### config.mk
export PLATFORM = sky130hd
export DESIGN_NAME = ahb_bus_matrix_arbiter_rr
export DESIGN_NICKNAME = d
export VERILOG_FILES = /design/src/rtl/ahb_bus_matrix_pkg.sv /design/src/rtl/ahb_bus_matrix_rr_pick.sv /design/src/rtl/ahb_bus_matrix_arbiter_rr.sv
export SDC_FILE = /design/constraint.sdc
export NUM_CORES = 1
export LEC_CHECK = 0
export ABC_AREA = 1
export BUFFER_PORTS_ARGS = -buffer_cell sky130_fd_sc_hd__buf_2
export CORE_MARGIN = 10
export CORE_UTILIZATION = 40
export CTS_BUF_LIST = sky130_fd_sc_hd__clkbuf_8
export CTS_CLUSTER_DIAMETER = 200
export DETAILED_ROUTE_END_ITERATION = 12
export PLACE_DENSITY = 0.75
export SLEW_MARGIN = 10
export SYNTH_ARGS = -nofsm -noshare
export SYNTH_HDL_FRONTEND = slang
export SYNTH_SLANG_ARGS = --single-unit
export TNS_END_PERCENT = 5
### constraint.sdc
create_clock -name HCLK -period 2.1 [get_ports HCLK]
set_input_delay 0.21 -clock HCLK [delete_from_list [all_inputs] [get_ports HCLK]]
set_output_delay 0.21 -clock HCLK [all_outputs]
set_load 0.1 [all_outputs]
### src/rtl/ahb_bus_matrix_pkg.sv
// Shared AHB bus-matrix definitions: HTRANS/HBURST encodings, output-port
// arbiter state type and the fixed-length burst beat lookup.
package ahb_bus_matrix_pkg;

    typedef enum logic [1:0] {
        HT_IDLE   = 2'b00,
        HT_BUSY   = 2'b01,
        HT_NONSEQ = 2'b10,
        HT_SEQ    = 2'b11
    } htrans_t;

    typedef enum logic [2:0] {
        HB_SINGLE = 3'b000,
        HB_INCR   = 3'b001,
        HB_WRAP4  = 3'b010,
        HB_INCR4  = 3'b011,
        HB_WRAP8  = 3'b100,
        HB_INCR8  = 3'b101,
        HB_WRAP16 = 3'b110,
        HB_INCR16 = 3'b111
    } hburst_t;

    typedef enum logic [1:0] {
        ST_NOPORT = 2'b00,
        ST_OWNED  = 2'b01,
        ST_BURST  = 2'b10,
        ST_LOCKED = 2'b11
    } arb_state_t;

    localparam int BEAT_CNT_W = 5;

    // Beats in a fixed-length burst; zero for SINGLE and undefined-length INCR.
    function automatic logic [BEAT_CNT_W-1:0] burst_beats(input hburst_t burst);
        case (burst)
            HB_WRAP4,  HB_INCR4:  burst_beats = 5'd4;
            HB_WRAP8,  HB_INCR8:  burst_beats = 5'd8;
            HB_WRAP16, HB_INCR16: burst_beats = 5'd16;
            default:              burst_beats = 5'd0;
        endcase
    endfunction

endpackage

### src/rtl/ahb_bus_matrix_rr_pick.sv
// Combinational round-robin selector: first requester strictly after
// i_last_grant, wrapping modulo NUM_IN.
module ahb_bus_matrix_rr_pick #(
    parameter int NUM_IN = 3
) (
    input  logic [NUM_IN-1:0] i_req,
    input  logic [1:0]        i_last_grant,
    output logic [1:0]        o_index,
    output logic              o_valid
);

    logic       w_hi_found;
    logic       w_lo_found;
    logic       w_take_hi;
    logic       w_take_lo;
    logic [1:0] w_hi_idx;
    logic [1:0] w_lo_idx;

    // Lowest requester above last_grant wins; otherwise lowest at or below it.
    always_comb begin
        w_hi_found = 1'b0;
        w_lo_found = 1'b0;
        w_take_hi  = 1'b0;
        w_take_lo  = 1'b0;
        w_hi_idx   = 2'd0;
        w_lo_idx   = 2'd0;
        for (int i = 0; i < NUM_IN; i++) begin
            w_take_hi  = i_req[i] & (2'(i) >  i_last_grant) & ~w_hi_found;
            w_take_lo  = i_req[i] & (2'(i) <= i_last_grant) & ~w_lo_found;
            w_hi_idx   = w_take_hi ? 2'(i) : w_hi_idx;
            w_lo_idx   = w_take_lo ? 2'(i) : w_lo_idx;
            w_hi_found = w_hi_found | w_take_hi;
            w_lo_found = w_lo_found | w_take_lo;
        end
        o_index = w_hi_found ? w_hi_idx : w_lo_idx;
        o_valid = w_hi_found | w_lo_found;
    end

endmodule

### src/rtl/ahb_bus_matrix_arbiter_rr.sv
// Round-robin arbiter for one AHB bus-matrix output port with lock and burst hold.
// Macro AHB_BM_ARB_BURST_HOLD_EN enables fixed-length burst hold (BURST state, beat counter).
module ahb_bus_matrix_arbiter_rr #(
    parameter int NUM_IN = 3
) (
    input  logic                  HCLK,
    input  logic                  HRESETn,
    input  logic [NUM_IN-1:0]     req_sel,
    input  logic [2*NUM_IN-1:0]   req_trans,
    input  logic [3*NUM_IN-1:0]   req_burst,
    input  logic [NUM_IN-1:0]     req_lock,
    input  logic                  HREADYM,
    output logic [1:0]            addr_in_port,
    output logic                  no_port,
    output logic [1:0]            data_in_port,
    output logic [NUM_IN-1:0]     active
);
    import ahb_bus_matrix_pkg::*;

    arb_state_t        r_state;
    arb_state_t        w_state_nx;
    logic [1:0]        r_addr_port;
    logic [1:0]        r_data_port;
    logic [1:0]        r_last_grant;
    logic              r_no_port;
    logic [NUM_IN-1:0] r_active;

    logic              w_own_sel;
    logic              w_own_lock;
    logic [1:0]        w_own_trans;
    logic              w_lock_req;
    logic              w_rearb;
    logic [1:0]        w_pick_idx;
    logic              w_pick_valid;
    logic [NUM_IN-1:0] w_pick_onehot;

`ifdef AHB_BM_ARB_BURST_HOLD_EN
    logic [2:0]            w_own_burst;
    logic [BEAT_CNT_W-1:0] w_beats;
    logic [BEAT_CNT_W-1:0] r_beat_cnt;
    logic [BEAT_CNT_W-1:0] w_beat_cnt_nx;
    assign w_beats = burst_beats(hburst_t'(w_own_burst));
`else
    logic w_unused_burst;
    assign w_unused_burst = ^req_burst;
`endif

    // Extract the current address-phase owner's request fields.
    always_comb begin
        w_own_sel   = 1'b0;
        w_own_lock  = 1'b0;
        w_own_trans = 2'b00;
`ifdef AHB_BM_ARB_BURST_HOLD_EN
        w_own_burst = 3'b000;
`endif
        for (int i = 0; i < NUM_IN; i++) begin
            w_own_sel   = w_own_sel   | ((r_addr_port == 2'(i)) & req_sel[i]);
            w_own_lock  = w_own_lock  | ((r_addr_port == 2'(i)) & req_lock[i]);
            w_own_trans = w_own_trans | ({2{r_addr_port == 2'(i)}} & req_trans[2*i +: 2]);
`ifdef AHB_BM_ARB_BURST_HOLD_EN
            w_own_burst = w_own_burst | ({3{r_addr_port == 2'(i)}} & req_burst[3*i +: 3]);
`endif
        end
    end

    assign w_lock_req = w_own_sel & w_own_lock & (w_own_trans != HT_IDLE);

    ahb_bus_matrix_rr_pick #(
        .NUM_IN (NUM_IN)
    ) u_rr_pick (
        .i_req        (req_sel),
        .i_last_grant (r_last_grant),
        .o_index      (w_pick_idx),
        .o_valid      (w_pick_valid)
    );

    // One-hot form of the candidate grant for the active flags.
    always_comb begin
        w_pick_onehot = {NUM_IN{1'b0}};
        for (int i = 0; i < NUM_IN; i++) begin
            w_pick_onehot[i] = (w_pick_idx == 2'(i));
        end
    end

    // Hold/release decision per state; a release re-runs round-robin selection.
    always_comb begin
        w_rearb    = 1'b0;
        w_state_nx = r_state;
`ifdef AHB_BM_ARB_BURST_HOLD_EN
        w_beat_cnt_nx = r_beat_cnt;
`endif
        case (r_state)
            ST_NOPORT: w_rearb = 1'b1;
            ST_LOCKED: begin
                if ((w_own_trans == HT_IDLE) && !w_own_lock) begin
                    w_rearb = 1'b1;
                end else begin
                    w_rearb = 1'b0;
                end
            end
            ST_OWNED: begin
                if (w_lock_req) begin
                    w_state_nx = ST_LOCKED;
                end else if (!w_own_sel) begin
                    w_rearb = 1'b1;
`ifdef AHB_BM_ARB_BURST_HOLD_EN
                end else if ((w_own_trans == HT_NONSEQ) && (w_beats != 5'd0)) begin
                    w_state_nx    = ST_BURST;
                    w_beat_cnt_nx = w_beats - 5'd1;
`endif
                end else if ((w_own_trans == HT_SEQ) || (w_own_trans == HT_BUSY)) begin
                    w_rearb = 1'b0;
                end else begin
                    w_rearb = 1'b1;
                end
            end
`ifdef AHB_BM_ARB_BURST_HOLD_EN
            ST_BURST: begin
                // Lock takes priority; a dropped select aborts the burst early.
                if (w_lock_req) begin
                    w_state_nx    = ST_LOCKED;
                    w_beat_cnt_nx = 5'd0;
                end else if (!w_own_sel) begin
                    w_rearb = 1'b1;
                end else if (w_own_trans == HT_BUSY) begin
                    w_rearb = 1'b0;
                end else if (r_beat_cnt == 5'd0) begin
                    w_rearb = 1'b1;
                end else if (w_own_trans == HT_SEQ) begin
                    w_beat_cnt_nx = r_beat_cnt - 5'd1;
                end else begin
                    w_rearb = 1'b0;
                end
            end
`endif
            default: w_rearb = 1'b1;
        endcase
        if (w_rearb) begin
            w_state_nx = w_pick_valid ? ST_OWNED : ST_NOPORT;
`ifdef AHB_BM_ARB_BURST_HOLD_EN
            w_beat_cnt_nx = 5'd0;
`endif
        end else begin
            w_state_nx = w_state_nx;
        end
    end

    // Arbitration state and registered grant outputs, advanced only when HREADYM is high.
    always_ff @(posedge HCLK or negedge HRESETn) begin
        if (!HRESETn) begin
            r_state      <= ST_NOPORT;
            r_addr_port  <= 2'd0;
            r_data_port  <= 2'd0;
            r_no_port    <= 1'b1;
            r_active     <= {NUM_IN{1'b0}};
            r_last_grant <= 2'(NUM_IN - 1);
`ifdef AHB_BM_ARB_BURST_HOLD_EN
            r_beat_cnt   <= 5'd0;
`endif
        end else if (HREADYM) begin
            r_state <= w_state_nx;
`ifdef AHB_BM_ARB_BURST_HOLD_EN
            r_beat_cnt <= w_beat_cnt_nx;
`endif
            if (!r_no_port) begin
                r_data_port <= r_addr_port;
            end
            if (w_rearb && w_pick_valid) begin
                r_addr_port  <= w_pick_idx;
                r_last_grant <= w_pick_idx;
                r_no_port    <= 1'b0;
                r_active     <= w_pick_onehot;
            end else if (w_rearb) begin
                r_no_port <= 1'b1;
                r_active  <= {NUM_IN{1'b0}};
            end
        end
    end

    assign addr_in_port = r_addr_port;
    assign no_port      = r_no_port;
    assign data_in_port = r_data_port;
    assign active       = r_active;

endmodule
==> results.py, run 1 <==
metrics = {
    "status": {
        "outcome": "finished clean",
    },
    "timing": {
        "finalHoldViolations": 0,
        "worst_slack_ns": 0.432,
        "timing.fmax_ghz": 0.600,
        "worst_pin_slew_ns": 0.490,
        "finalSetupViolCount": 0,
        "report.final.slew_viol_count": 0,
        "finalClockSkew_ns": 0.000422,
        "rsz0062_at_grt": "false",
        "final.setup.tns_ns": 0,
        "finalHoldWorstSlack_ns": 0.275,
        "period_utilisation_layout_pct": 79.4,
        "slew_headroom_pct": 67.5,
        "period_minus_slack_ns": 1.67,
    },
    "clocking": {
        "numClockSinks": 11,
        "ctsRootBufferMaster": "clkbuf_8",
        "clock_insertion_delay_worst_skew_ns": 0.23,
        "htreeDepth": 1,
        "cts_tree": "done",
        "cts-root-to-sink-buffers": 2,
        "tritoncts.num_buffers": 3,
        "worst_setup_hold_path_clk_slew_ns": 0.05,
    },
    "grt": {
        "groute.layer.met2.usage_pct": 16.2,
        "grt_antenna_before_repair": 0,
        "met1_usage_pct": 10.4,
        "globalRouteOverflowTotal": 0,
        "grt_util_met3_pct": 2.83,
        "number_of_global_route_vias_before_repair": 778,
        "globalRouteTotalUtil_pct": 9.64,
        "first_pass_grt_wire_length_mm": 3.22,
        "grt_max_degree": 12,
        "global_routing_s_busiest_layer": "met2",
    },
    "yosys": {
        "synth_nets": 132,
        "yosys.area.top_type": "dfrtp_1",
        "post_synthesis_instance_area_um2": 743,
        "synth.area.top_cells": "dfrtp_1 (30%), nand2_1 (17%), nand3_1 (8.8%), inv_1 (8.6%), dfstp_2 (7.1%)",
        "yosysUniqueCellTypes": 21,
        "synthDominantCellAreaShare_pct": 30.3,
        "synth-warning-count": 0,
        "mean_post_synth_cell_area_um2": 6.88,
        "synth_seq_area_share_pct": 37.4,
        "synthCells": 108,
        "ys_seq_elements": 11,
    },
    "floorplanning": {
        "chipHeight_um": 63.1,
        "core_area_mm2": 0.00175,
        "rows": 15,
        "die_area_mm2": 0.00398,
        "die_w_um": 63.1,
        "io_pins": 32,
        "initial_core_util_pct": 42.6,
    },
    "worst_setup_path": {
        "cp_num_buf_inv": 1,
        "timing.critical_path.slowest_stage_cell": "dfrtp_1",
        "worstPathMaxFanout": 9,
        "worstRegToRegCells": 9,
        "max_stage_delay_ns": 0.52,
        "worstSetupStartpoint": "addr_in_port[0]$_DFFE_PN0P_",
        "critical_path_class": "register to register",
        "timing.critical_path.cells": "inv_1 > nand3_1 > nand3_1 > nor2_1 > a21oi_2 > nand2_4 > nand3_2 > nand2_1 > nand2_1",
        "critPathCapture": "addr_in_port[0]$_DFFE_PN0P_",
        "ff2ff_setup_slack_ns": 0.43,
        "timing.rr.start": "addr_in_port[0]$_DFFE_PN0P_",
        "worst_r2r_endpoint": "addr_in_port[0]$_DFFE_PN0P_",
        "worst-path-stages": 9,
        "setup.worst_path.end_class": "register",
        "critical_path_arrival_ns": 1.79,
        "critical_path.top_delay_family": "simple AND/OR/NAND/NOR gates",
        "setup.worst_path.start_class": "register",
        "req_time_crit_path_ns": 2.22,
    },
    "routing": {
        "final_antenna_net_count": 0,
        "route.vias.total": 762,
        "drt_pass1_iterations": 4,
        "avgRoutedWirePerCell_um": 11.8,
        "drcViolationCount": 0,
        "drt-total-wl_mm": 1.85,
        "drt_iter0_drc": 32,
        "route.detailed.vias_per_inst": 4.85,
    },
    "place": {
        "dpl.hpwl_mm": 1.45,
        "place.port_buffers": 22,
        "dpl_worst_slack_ns": 0.450,
        "globalplace.congestion": 0.782,
    },
    "power": {
        "power.leakage_nw": 0.545,
        "power.density_cell_area_mw_per_mm2": 1790,
        "ir_worst_vdd_v": 0.000941,
    },
    "final_layout": {
        "drive_gt1_share_pct": 30.3,
        "insertedDiodeCount": 0,
        "layout_overhead_on_the_synthesized_area_pct": 23.2,
        "layout.nets": 157,
        "fillers": 176,
    },
    "min_path": {
        "min-delay-path-class": "input port to register",
        "hp-start": "req_sel[2]",
    },
    "job": {
        "maxCapViolations": 0,
    },
}
layout make-up:
class                      instances  area (µm²)  area share, %
sequential                        11         278           30.3
multi-input combinational         76         374           40.8
tap                               25        31.3           3.42
clock buffer                       3        41.3           4.51
clock inverter                     1        3.75          0.410
timing repair buffer              23         120           13.1
inverter                          18        67.6           7.38
metal layers:
| layer | share of wire (%) | routed length [µm] | vias up |
|---|---|---|---|
| met2 | 48 | 880 | 23 |
| met1 | 45 | 827 | 352 |
| met3 | 6.6 | 123 | 4 |
| met4 | 1.1 | 21 | 0 |
| li1 | - | - | 383 |
| met5 | 0 | 0 | - |
worst reg2reg max path, delay by kind of cell (launching register included):
| kind | cells | cell delay (ns) |
|---|---|---|
| and+or+nand+nor | 7 | 0.76 |
| DFF | 1 | 0.52 |
| buffers and inverters | 1 | 0.17 |
| AOI/OAI and AO/OA | 1 | 0.11 |
worst min path at each step:
stage          cells past startpoint                    end  slack (ns)
6_report                           4    no_port$_DFFE_PN1P_        0.27
5_1_grt                            4    no_port$_DFFE_PN1P_        0.32
2_1_floorplan                      0  active[0]$_DFFE_PN0P_       -0.09
3_5_place_dp                       1  active[0]$_DFFE_PN0P_        0.09
4_1_cts                            4    no_port$_DFFE_PN1P_        0.27
3_3_place_gp                       1  active[0]$_DFFE_PN0P_        0.09
sequential cells by signal, indices dropped and copies added, names as in the netlist:
register / count
no_port: 1
addr_in_port: 2
r_state: 2
active: 3
r_last_grant: 1
data_in_port: 2
cell usage after synthesis (all sizes together):
cell   number
a21oi       2
dfrtp       9
nor2       11
buf         3
dfstp       2
nand3      16
o31ai       1
nand2      38
inv        18
o21ai       2
nand4       5
or2         1
report_power, final:
group	leakage, nW	internal [mW]	switching [mW]
clock	0.0269	0.128	0.0761
sequential	0.134	0.305	0.0824
combinational	0.384	0.227	0.823
metrics by stage:
| step | power [mW] | area (µm²) | instances | utilization (%) |
|---|---|---|---|---|
| 5_1_grt | 1.75 | 916 | 157 | 52.5 |
| 3_5_place_dp | 1.44 | 861 | 152 | 49.3 |
| 4_1_cts | 1.66 | 916 | 157 | 52.5 |
| 6_report | 1.64 | 916 | 157 | 52.5 |
| 3_3_place_gp | 1.42 | 861 | 152 | 49.3 |
| 2_1_floorplan | 1.29 | 743 | 108 | - |
cells in the final DEF (no fill, tap or decap), drive strengths merged:
master and count:
buf 22, dfstp 2, nand3 16, nor2 11, dfrtp 9, o21ai 2, clkbuf 3, dlygate4sd3 1
a21oi 2, or2 1, nand4 5, inv 19, nand2 38, o31ai 1
logic make-up (layout without fill, tap and decap cells):
logic type | count (synthesis) | after routing | synth area share [%]
DFF | 11 | 11 | 37.4
and+or+nand+nor | 71 | 71 | 46.1
AOI/OAI and AO/OA | 5 | 5 | 4.21
buffers and inverters | 21 | 45 | 12.3
what timing repair did:
action                                 in CTS  in global routing
setup endpoints to repair                   0                  0
hold buffers                                1                  0
endpoints found under the hold margin       9                  0
gates resized for setup                     0                  0
setup buffers                               0                  0
Note: power is estimated with default switching activity, not from simulation.
==> inputs of run 2 (changes only) <==
==> constraint.sdc (replaced) <==
create_clock -name HCLK -period 1.67 [get_ports HCLK]
set_input_delay 0.167 -clock HCLK [delete_from_list [all_inputs] [get_ports HCLK]]
set_output_delay 0.167 -clock HCLK [all_outputs]
set_load 0.1 [all_outputs]
==> run 2 against run 1 <==
Compared with the run above: combinational power up 30%; count of clock-buffer cells in the layout did not move; via count unchanged; global-route usage up 0.36 points; die area unchanged; critical endpoint is now active[1]$_DFFE_PN0P_; first-iteration DRC count fell by 13%; setup slack worse by 0.33 ns; cell area increased by 1.9%; highest routed layer unchanged; hold slack got worse by 0.057 ns; clock power is 28% higher.
==> results.py, run 2 (synthesis gave the netlist of run 1 again) <==
metrics = {
    "status": {
        "outcome": "finished clean",
    },
    "worst_setup_path": {
        "req_time_crit_path_ns": 1.79,
        "worst-path-stages": 8,
        "worst_r2r_endpoint": "active[1]$_DFFE_PN0P_",
        "worstRegToRegCells": 8,
        "timing.critical_path.cells": "inv_2 > nand3_1 > nand3_1 > nor2_1 > a21oi_2 > nand2_4 > nand4_1 > nand2_1",
        "path_common_cell": "nand3_1",
        "critPathCapture": "active[1]$_DFFE_PN0P_",
        "setup.worst_path.end_class": "register",
        "timing.rr.start": "addr_in_port[1]$_DFFE_PN0P_",
        "timing.critical_path.slowest_stage_cell": "dfrtp_4",
        "max_stage_delay_ns": 0.53,
        "critical_path_arrival_ns": 1.69,
        "ff2ff_setup_slack_ns": 0.11,
        "critical_path_class": "register to register",
        "worstPathMaxFanout": 8,
        "cp_num_buf_inv": 1,
        "worstSetupStartpoint": "addr_in_port[1]$_DFFE_PN0P_",
        "critical_path.top_delay_family": "simple AND/OR/NAND/NOR gates",
        "setup.worst_path.start_class": "register",
    },
    "power": {
        "power.leakage_nw": 0.548,
        "swShare_pct": 59.4,
        "total_switching_power_mw": 1.25,
        "seq_power_share_pct": 23.3,
        "power_frac_clock_pct": 12.4,
        "p_comb_share_pct": 64.3,
        "power.density_cell_area_mw_per_mm2": 2260,
        "internal-power_uw": 859,
        "ir_worst_vdd_v": 0.00110,
    },
    "floorplanning": {
        "die_w_um": 63.1,
        "chipHeight_um": 63.1,
        "initial_core_util_pct": 42.6,
        "die_area_mm2": 0.00398,
        "rows": 15,
        "io_pins": 32,
        "core_area_mm2": 0.00175,
    },
    "job": {
        "maxCapViolations": 0,
    },
    "routing": {
        "drt_pass1_iterations": 4,
        "avgRoutedWirePerCell_um": 12.0,
        "drcViolationCount": 0,
        "drt-total-wl_mm": 1.89,
        "final_antenna_net_count": 0,
        "drt_iter0_drc": 28,
        "route.vias.total": 762,
        "route.detailed.vias_per_inst": 4.82,
    },
    "clocking": {
        "tritoncts.num_buffers": 3,
        "htreeDepth": 1,
        "cts-root-to-sink-buffers": 2,
        "ctsRootBufferMaster": "clkbuf_8",
        "numClockSinks": 11,
        "cts.repair_timing.setup_buffer_count": 0,
        "worst_setup_hold_path_clk_slew_ns": 0.05,
        "clock_insertion_delay_worst_skew_ns": 0.24,
        "cts_tree": "done",
    },
    "grt": {
        "grt_util_met3_pct": 3.36,
        "number_of_global_route_vias_before_repair": 745,
        "globalRouteOverflowTotal": 0,
        "global_routing_s_busiest_layer": "met2",
        "first_pass_grt_wire_length_mm": 3.28,
        "grt_max_degree": 12,
        "groute.layer.met2.usage_pct": 16.6,
        "globalRouteTotalUtil_pct": 10.0,
        "met1_usage_pct": 10.4,
        "grt_antenna_before_repair": 0,
    },
    "final_layout": {
        "final_cell_mix": "nand2_1 (34), buf_2 (22), inv_1 (17)",
        "utilization_pct": 53.5,
        "drive_gt1_share_pct": 33.1,
        "layout.nets": 158,
        "largest_register_ff_count": 3,
        "final_common_cell": "nand2_1",
        "insertedDiodeCount": 0,
        "layout_overhead_on_the_synthesized_area_pct": 25.6,
    },
    "timing": {
        "slew_headroom_pct": 67.5,
        "finalClockSkew_ns": 0.00270,
        "worst_pin_slew_ns": 0.492,
        "period_utilisation_layout_pct": 93.6,
        "timing.fmax_ghz": 0.640,
        "report.final.slew_viol_count": 0,
        "finalSetupViolCount": 0,
        "finalHoldViolations": 0,
        "period_minus_slack_ns": 1.56,
        "rsz0062_at_grt": "false",
        "finalHoldWorstSlack_ns": 0.218,
        "final.setup.tns_ns": 0,
    },
    "min_path": {
        "min-delay-path-class": "input port to register",
        "hold_depth": 4,
    },
    "place": {
        "globalplace.congestion": 0.786,
        "dpl.hpwl_mm": 1.51,
        "place.port_buffers": 22,
    },
}
## run 2: cell count changes in the layout (fill, tap and decap cells not counted)
cell	change
inv_2	+1
buf_4	+1
nor2_4	+1
inv_1	-1
dfrtp_1	-2
nor2_2	-1
dfrtp_2	+1
dfrtp_4	+1
## run 2: worst min path at each step
stage               start                    end  slack, ns
2_1_floorplan     HRESETn  active[0]$_DFFE_PN0P_      -0.13
3_3_place_gp      HRESETn  active[0]$_DFFE_PN0P_       0.04
3_5_place_dp      HRESETn  active[1]$_DFFE_PN0P_       0.05
4_1_cts        req_sel[2]    no_port$_DFFE_PN1P_       0.22
5_1_grt        req_sel[2]    no_port$_DFFE_PN1P_       0.27
6_report       req_sel[2]    no_port$_DFFE_PN1P_       0.22
## run 2: area by class of cell
| class | count | area [µm²] |
|---|---|---|
| Clock buffer | 3 | 41.3 |
| Clock inverter | 1 | 3.75 |
| Fill cell | 177 | 812 |
| Inverter | 18 | 67.6 |
| Multi-Input combinational cell | 76 | 379 |
| Sequential cell | 11 | 283 |
| Tap cell | 25 | 31.3 |
| Timing Repair Buffer | 24 | 128 |
## run 2: layer usage
layer,vias up,share of wire (%)
met1,347,41
met5,-,0
met2,25,49
met3,4,7.7
li1,386,-
met4,0,2.0
## run 2: power groups by stage
| stage | Clock (mW) | Sequential (mW) | Combinational [mW] |
|---|---|---|---|
| 2_1_floorplan | 0 | 0.966 | 0.664 |
| 3_5_place_dp | 0 | 0.482 | 1.36 |
| 3_3_place_gp | 0 | 0.478 | 1.33 |
| 4_1_cts | 0.267 | 0.479 | 1.36 |
| 6_report | 0.262 | 0.492 | 1.36 |
| 5_1_grt | 0.288 | 0.508 | 1.49 |
## run 2: per-stage QoR
stage / instances / instance area [µm²] / worst slack [ns] / power [mW]
after floorplan: 108 / 747 / 0.0831 / 1.63
after global placement: 153 / 872 / 0.152 / 1.81
after detailed placement: 153 / 872 / 0.114 / 1.84
after CTS: 158 / 927 / 0.0941 / 2.11
after global routing: 158 / 933 / 0.00127 / 2.28
final: 158 / 933 / 0.107 / 2.11
## run 2: tightest hold or removal path, cell delays in order
cell and delay [ns]:
buf_2 0.10, nor2_1 0.06, nand3_2 0.07, nand2_1 0.05
## run 2: timing repair
| item | 4_1_cts | 5_1_grt |
|---|---|---|
| hold endpoints to repair | 9 | 0 |
| setup endpoints to repair | 0 | 8 |
| gates resized for setup | 0 | 3 |
| hold buffers | 1 | 0 |
